==> src/rtl/ibex_data_axil_bridge.sv <==
// ibex_data_axil_bridge: Ibex data port to single-beat AXI4-lite master, one transaction in flight.
// Define IBEXSIS_BRIDGE_ADDR_CHECK_EN to reject addresses outside [ADDR_LO, ADDR_HI) without touching AXI.
module ibex_data_axil_bridge #(
    parameter int DW = 32,
    parameter int AW = 32,
    parameter int SW = DW / 8,
    parameter logic [AW-1:0] ADDR_LO = 32'h4000,
    parameter logic [AW-1:0] ADDR_HI = 32'h40D8
) (
    input  logic          clk_i,
    input  logic          rst_ni,
    input  logic          data_req,
    output logic          data_gnt,
    output logic          data_rvalid,
    input  logic          data_we,
    input  logic [SW-1:0] data_be,
    input  logic [AW-1:0] data_addr,
    input  logic [DW-1:0] data_wdata,
    output logic [DW-1:0] data_rdata,
    output logic          data_err,
    output logic [AW-1:0] awaddr,
    output logic          awvalid,
    input  logic          awready,
    output logic [DW-1:0] wdata,
    output logic [SW-1:0] wstrb,
    output logic          wvalid,
    input  logic          wready,
    input  logic          bvalid,
    input  logic [1:0]    bresp,
    output logic          bready,
    output logic [AW-1:0] araddr,
    output logic          arvalid,
    input  logic          arready,
    input  logic          rvalid,
    input  logic [1:0]    rresp,
    input  logic [DW-1:0] rdata,
    output logic          rready
);
`ifdef IBEXSIS_BRIDGE_ADDR_CHECK_EN
    localparam bit CHECK_EN = 1'b1;
`else
    localparam bit CHECK_EN = 1'b0;
`endif

    typedef enum logic [2:0] {IDLE, WR_ADDR_DATA, WR_RESP, RD_ADDR, RD_DATA, RESP} state_t;

    state_t        r_state, w_next;
    logic [AW-1:0] r_addr;
    logic [SW-1:0] r_be;
    logic [DW-1:0] r_wdata, r_rdata;
    logic          r_err, r_awvalid, r_wvalid;
    logic          w_range_ok, w_fwd_wr, w_unused;

    // OKAY/EXOKAY differ only in bit 0; SLVERR/DECERR both set bit 1
    assign w_unused   = ^{bresp[0], rresp[0]};
    assign w_range_ok = !CHECK_EN || (data_addr >= ADDR_LO && data_addr < ADDR_HI);
    assign data_gnt   = data_req && r_state == IDLE;
    assign w_fwd_wr   = data_gnt && data_we && w_range_ok;

    assign data_rvalid = r_state == RESP;
    assign data_rdata  = r_rdata;
    assign data_err    = r_err;
    assign awaddr      = r_addr;
    assign araddr      = r_addr;
    assign wdata       = r_wdata;
    assign wstrb       = r_be;
    assign awvalid     = r_awvalid;
    assign wvalid      = r_wvalid;
    assign bready      = r_state == WR_RESP;
    assign arvalid     = r_state == RD_ADDR;
    assign rready      = r_state == RD_DATA;

    always_comb begin
        w_next = r_state;
        case (r_state)
            IDLE:         if (data_gnt) w_next = !w_range_ok ? RESP : data_we ? WR_ADDR_DATA : RD_ADDR;
            WR_ADDR_DATA: if ((!r_awvalid || awready) && (!r_wvalid || wready)) w_next = WR_RESP;
            WR_RESP:      if (bvalid) w_next = RESP;
            RD_ADDR:      if (arready) w_next = RD_DATA;
            RD_DATA:      if (rvalid) w_next = RESP;
            default:      w_next = IDLE;
        endcase
    end

    always_ff @(posedge clk_i or negedge rst_ni) begin
        if (!rst_ni) begin
            r_state   <= IDLE;
            r_addr    <= '0;
            r_be      <= '0;
            r_wdata   <= '0;
            r_rdata   <= '0;
            r_err     <= 1'b0;
            r_awvalid <= 1'b0;
            r_wvalid  <= 1'b0;
        end else begin
            r_state   <= w_next;
            r_awvalid <= w_fwd_wr || (r_awvalid && !awready);
            r_wvalid  <= w_fwd_wr || (r_wvalid && !wready);
            if (data_gnt) begin
                r_addr  <= data_addr;
                r_be    <= data_be;
                r_wdata <= data_wdata;
            end
            if (data_gnt && !w_range_ok) begin
                r_err   <= 1'b1;
                r_rdata <= '0;
            end
            if (r_state == WR_RESP && bvalid) begin
                r_err   <= bresp[1];
                r_rdata <= '0;
            end
            if (r_state == RD_DATA && rvalid) begin
                r_err   <= rresp[1];
                r_rdata <= rdata;
            end
        end
    end
endmodule
==> config.mk <==
export PLATFORM = sky130hd
export DESIGN_NAME = ibex_data_axil_bridge
export DESIGN_NICKNAME = d
export VERILOG_FILES = /design/src/rtl/ibex_data_axil_bridge.sv
export SDC_FILE = /design/constraint.sdc
export NUM_CORES = 1
export LEC_CHECK = 0
export BUFFER_PORTS_ARGS = -buffer_cell sky130_fd_sc_hd__buf_2
export CAP_MARGIN = 0
export CORE_MARGIN = 1
export CORE_UTILIZATION = 47
export DETAILED_ROUTE_END_ITERATION = 10
export PLACE_DENSITY = 0.82
export SETUP_SLACK_MARGIN = 0.1
export SYNTH_ARGS = -nofsm -noshare
export SYNTH_HDL_FRONTEND = slang
export SYNTH_SLANG_ARGS = --single-unit
==> constraint.sdc <==
create_clock -name clk_i -period 2.7 [get_ports clk_i]
set_clock_uncertainty 0.2 [all_clocks]
set_input_delay 0.27 -clock clk_i [delete_from_list [all_inputs] [get_ports clk_i]]
set_output_delay 0.27 -clock clk_i [all_outputs]
set_load 0.01 [all_outputs]
==> metrics.txt <==
die outline height=97.7 um; setup ws final=331 ps; unrepaired setup endpoints after global routing=no; via density per instance=4.98; Site Rows=34; largest fanout on the critical path=32; worst-margin pin slew=1290 ps; failing checks=DRC; I/O pins=253; Distinct cells, synth=26; Remaining DRCs=36; gate count after technology mapping=292; post-synth net total=405; via count of the first global-routing pass=3,779; post-detail-place hpwl=6.99 mm; ratio of cells with drive above 1 in the final layout=55.6%; Tmin final=2370 ps; hold slack=26.4 ps; violation count after the first detailed-routing iteration=136; diode count=0; clock tree from TritonCTS=done; maximum count of clock buffers along a single path=2; insertion delay of the later-clocked pin in the worst-skew pair=350 ps; maximum number of pins on one net before global-route repair=57; routed wirelength normalized by instance count=16.7 um; Final Hold Violating Endpoints=0; antenna violations before repair=0; Max-Slew Margin vs Limit=13.7%; total negative slack for setup checks=0 ps; clock edge transition at the registers on the reported setup and hold paths=90 ps; register area share after synthesis=61.6%; DRT Wirelength=12.1 mm; count of nets after finishing=725; crit share post-route=87.7%; setup fix buffers added after clock tree synthesis=0; source of the worst register-to-register timing path=r_state[1]; dpl ws=423 ps; number of max-slew violations in the final report=0; class of the worst hold path=input port to register; CTS sink count=106; # resized after CTS=0; total standard cell area after synthesis=4310 um2; area growth from synthesis to final layout=53.4%; effective utilization at floorplan=48.9%; wire length of the first global-routing pass=18.8 mm; Avg Cell Area, Syn=14.7 um2; aggregate global-route resource usage=25.5%; residual overflow from global routing=0; flop and latch count out of synthesis=106; H-tree level count=3; number of antenna-violating nets in the routed design=0; warnings from Yosys=0; register-to-register path setup slack=330 ps; final setup vio count=0; Req. time, crit path=2780 ps; type of element capturing the critical path=register; CTS root buffer=clkbuf_8; via total after detailed routing=3,612; critical path startpoint=r_state[1]; terminus of the critical flop-to-flop path=data_rdata[21]; endpoint of the most critical setup path=data_rdata[21]; CTS Hold Bufs=103; Max rail drop VDD=0.428 mV; area of the core=8810 um2; placer's final routability congestion estimate=0.754; reported leakage power=0.00339 uW; maximum capacitance violations=0; CP Class=register to register; kind of start point of the critical path=register; run status=finished with violations; number of port buffers=250; full die area=9550 um2; depth of the most critical reg-to-reg path=4; die boundary width=97.7 um; PD cells=1000 nW/um2; number of buffers created by CTS=9; Fmax achieved=0.422 GHz; Arr. time, crit path=2450 ps; number of optimization iterations in the first detailed-route pass=7
## how the worst min path moves through the flow
stage | cells after the start | slack (ps) | startpoint | to
final | 3 | 30 | wready | wvalid
after global routing | 3 | 20 | awready | awvalid
after CTS | 3 | 0.7 | wready | wvalid
after detailed placement | 1 | 140 | rst_ni | wdata[7]
after global placement | 1 | 120 | rst_ni | wdata[7]
after floorplan | 0 | -230 | rst_ni | araddr[0]
## final cells by class
class | count | area, um2
Clock inverter | 6 | 72.6
Tap cell | 108 | 135
Inverter | 2 | 7.51
Clock buffer | 10 | 138
Timing Repair Buffer | 357 | 2330
Fill cell | 519 | 2200
Multi-Input combinational cell | 136 | 1270
Sequential cell | 106 | 2650
## flip-flops by register name, summed over array words and instances (netlist names)
| name | cells |
|---|---|
| araddr | 32 |
| awvalid | 1 |
| data_err | 1 |
| data_rdata | 32 |
| r_state | 3 |
| wdata | 32 |
| wstrb | 4 |
| wvalid | 1 |
## worst max-delay path, cell delays in order, from the launching register on
cell      delay [ps]
dfrtp_1          520
nand2b_1         220
nor2_1            80
o21ai_2         1000
a22o_1           280
## metrics by stage
| step | cells | util (%) | cell area, um2 | total power [uW] |
|---|---|---|---|---|
| finish | 725 | 75.0 | 6600 | 6610 |
| CTS | 725 | 75.0 | 6600 | 6560 |
| floorplan | 292 | - | 4310 | 4600 |
| detailed placement | 606 | 60.9 | 5360 | 5430 |
| global placement | 606 | 60.9 | 5360 | 5320 |
| global route | 725 | 75.0 | 6600 | 6980 |
## layout by cell type, fill, tap and decap left out, types with 2 or more instances in the layout
cell type	count
buf_2	249
dfrtp_1	106
clkbuf_8	10
nand2_1	7
dlygate4sd3_1	103
inv_1	2
mux2_2	68
nand2b_1	4
nor2_1	5
o21ai_0	2
a22o_1	32
clkinv_4	2
a21oi_1	4
buf_4	4
## cell usage after synthesis
master | n | area (um2)
inv_1 | 2 | 7.51
mux2i_1 | 1 | 10.0
a22oi_1 | 1 | 7.51
nor3_1 | 1 | 5.00
or2_2 | 1 | 6.26
nor2_1 | 5 | 18.8
o22ai_1 | 1 | 6.26
and2_1 | 1 | 6.26
o21ai_2 | 1 | 8.76
and3b_1 | 1 | 8.76
nor3b_1 | 1 | 7.51
buf_4 | 36 | 270
nand2b_4 | 1 | 13.8
mux2_2 | 68 | 766
nand2b_1 | 4 | 25.0
a311oi_1 | 1 | 8.76
o21ai_0 | 2 | 10.0
a22o_1 | 32 | 280
dfrtp_1 | 106 | 2650
a211oi_1 | 1 | 7.51
nor3b_2 | 1 | 12.5
buf_6 | 7 | 78.8
nand2_1 | 7 | 26.3
a21oi_1 | 4 | 20.0
nor3_4 | 1 | 16.3
buf_2 | 5 | 25.0
## power breakdown
group	switching [uW]	total, uW	internal, uW
sequential	460	2720	2260
clock	546	1010	466
combinational	1400	2870	1470
## kinds of logic (layout without fill, tap and decap cells)
group | Yosys count | in the layout | share of synthesized area, %
muxes | 69 | 69 | 18.0
DFF | 106 | 106 | 61.6
AOI/OAI and AO/OA | 43 | 43 | 8.11
buffers and inverters | 50 | 375 | 8.86
and+or+nand+nor | 24 | 24 | 3.40
## layer usage
layer / GRT usage (%) / wire length [um]
met1: 27.2 / 4460
met2: 46.8 / 6320
met3: 7.84 / 923
met4: 10.1 / 384
met5: 0 / 0
Note: power is estimated with default switching activity, not from simulation.
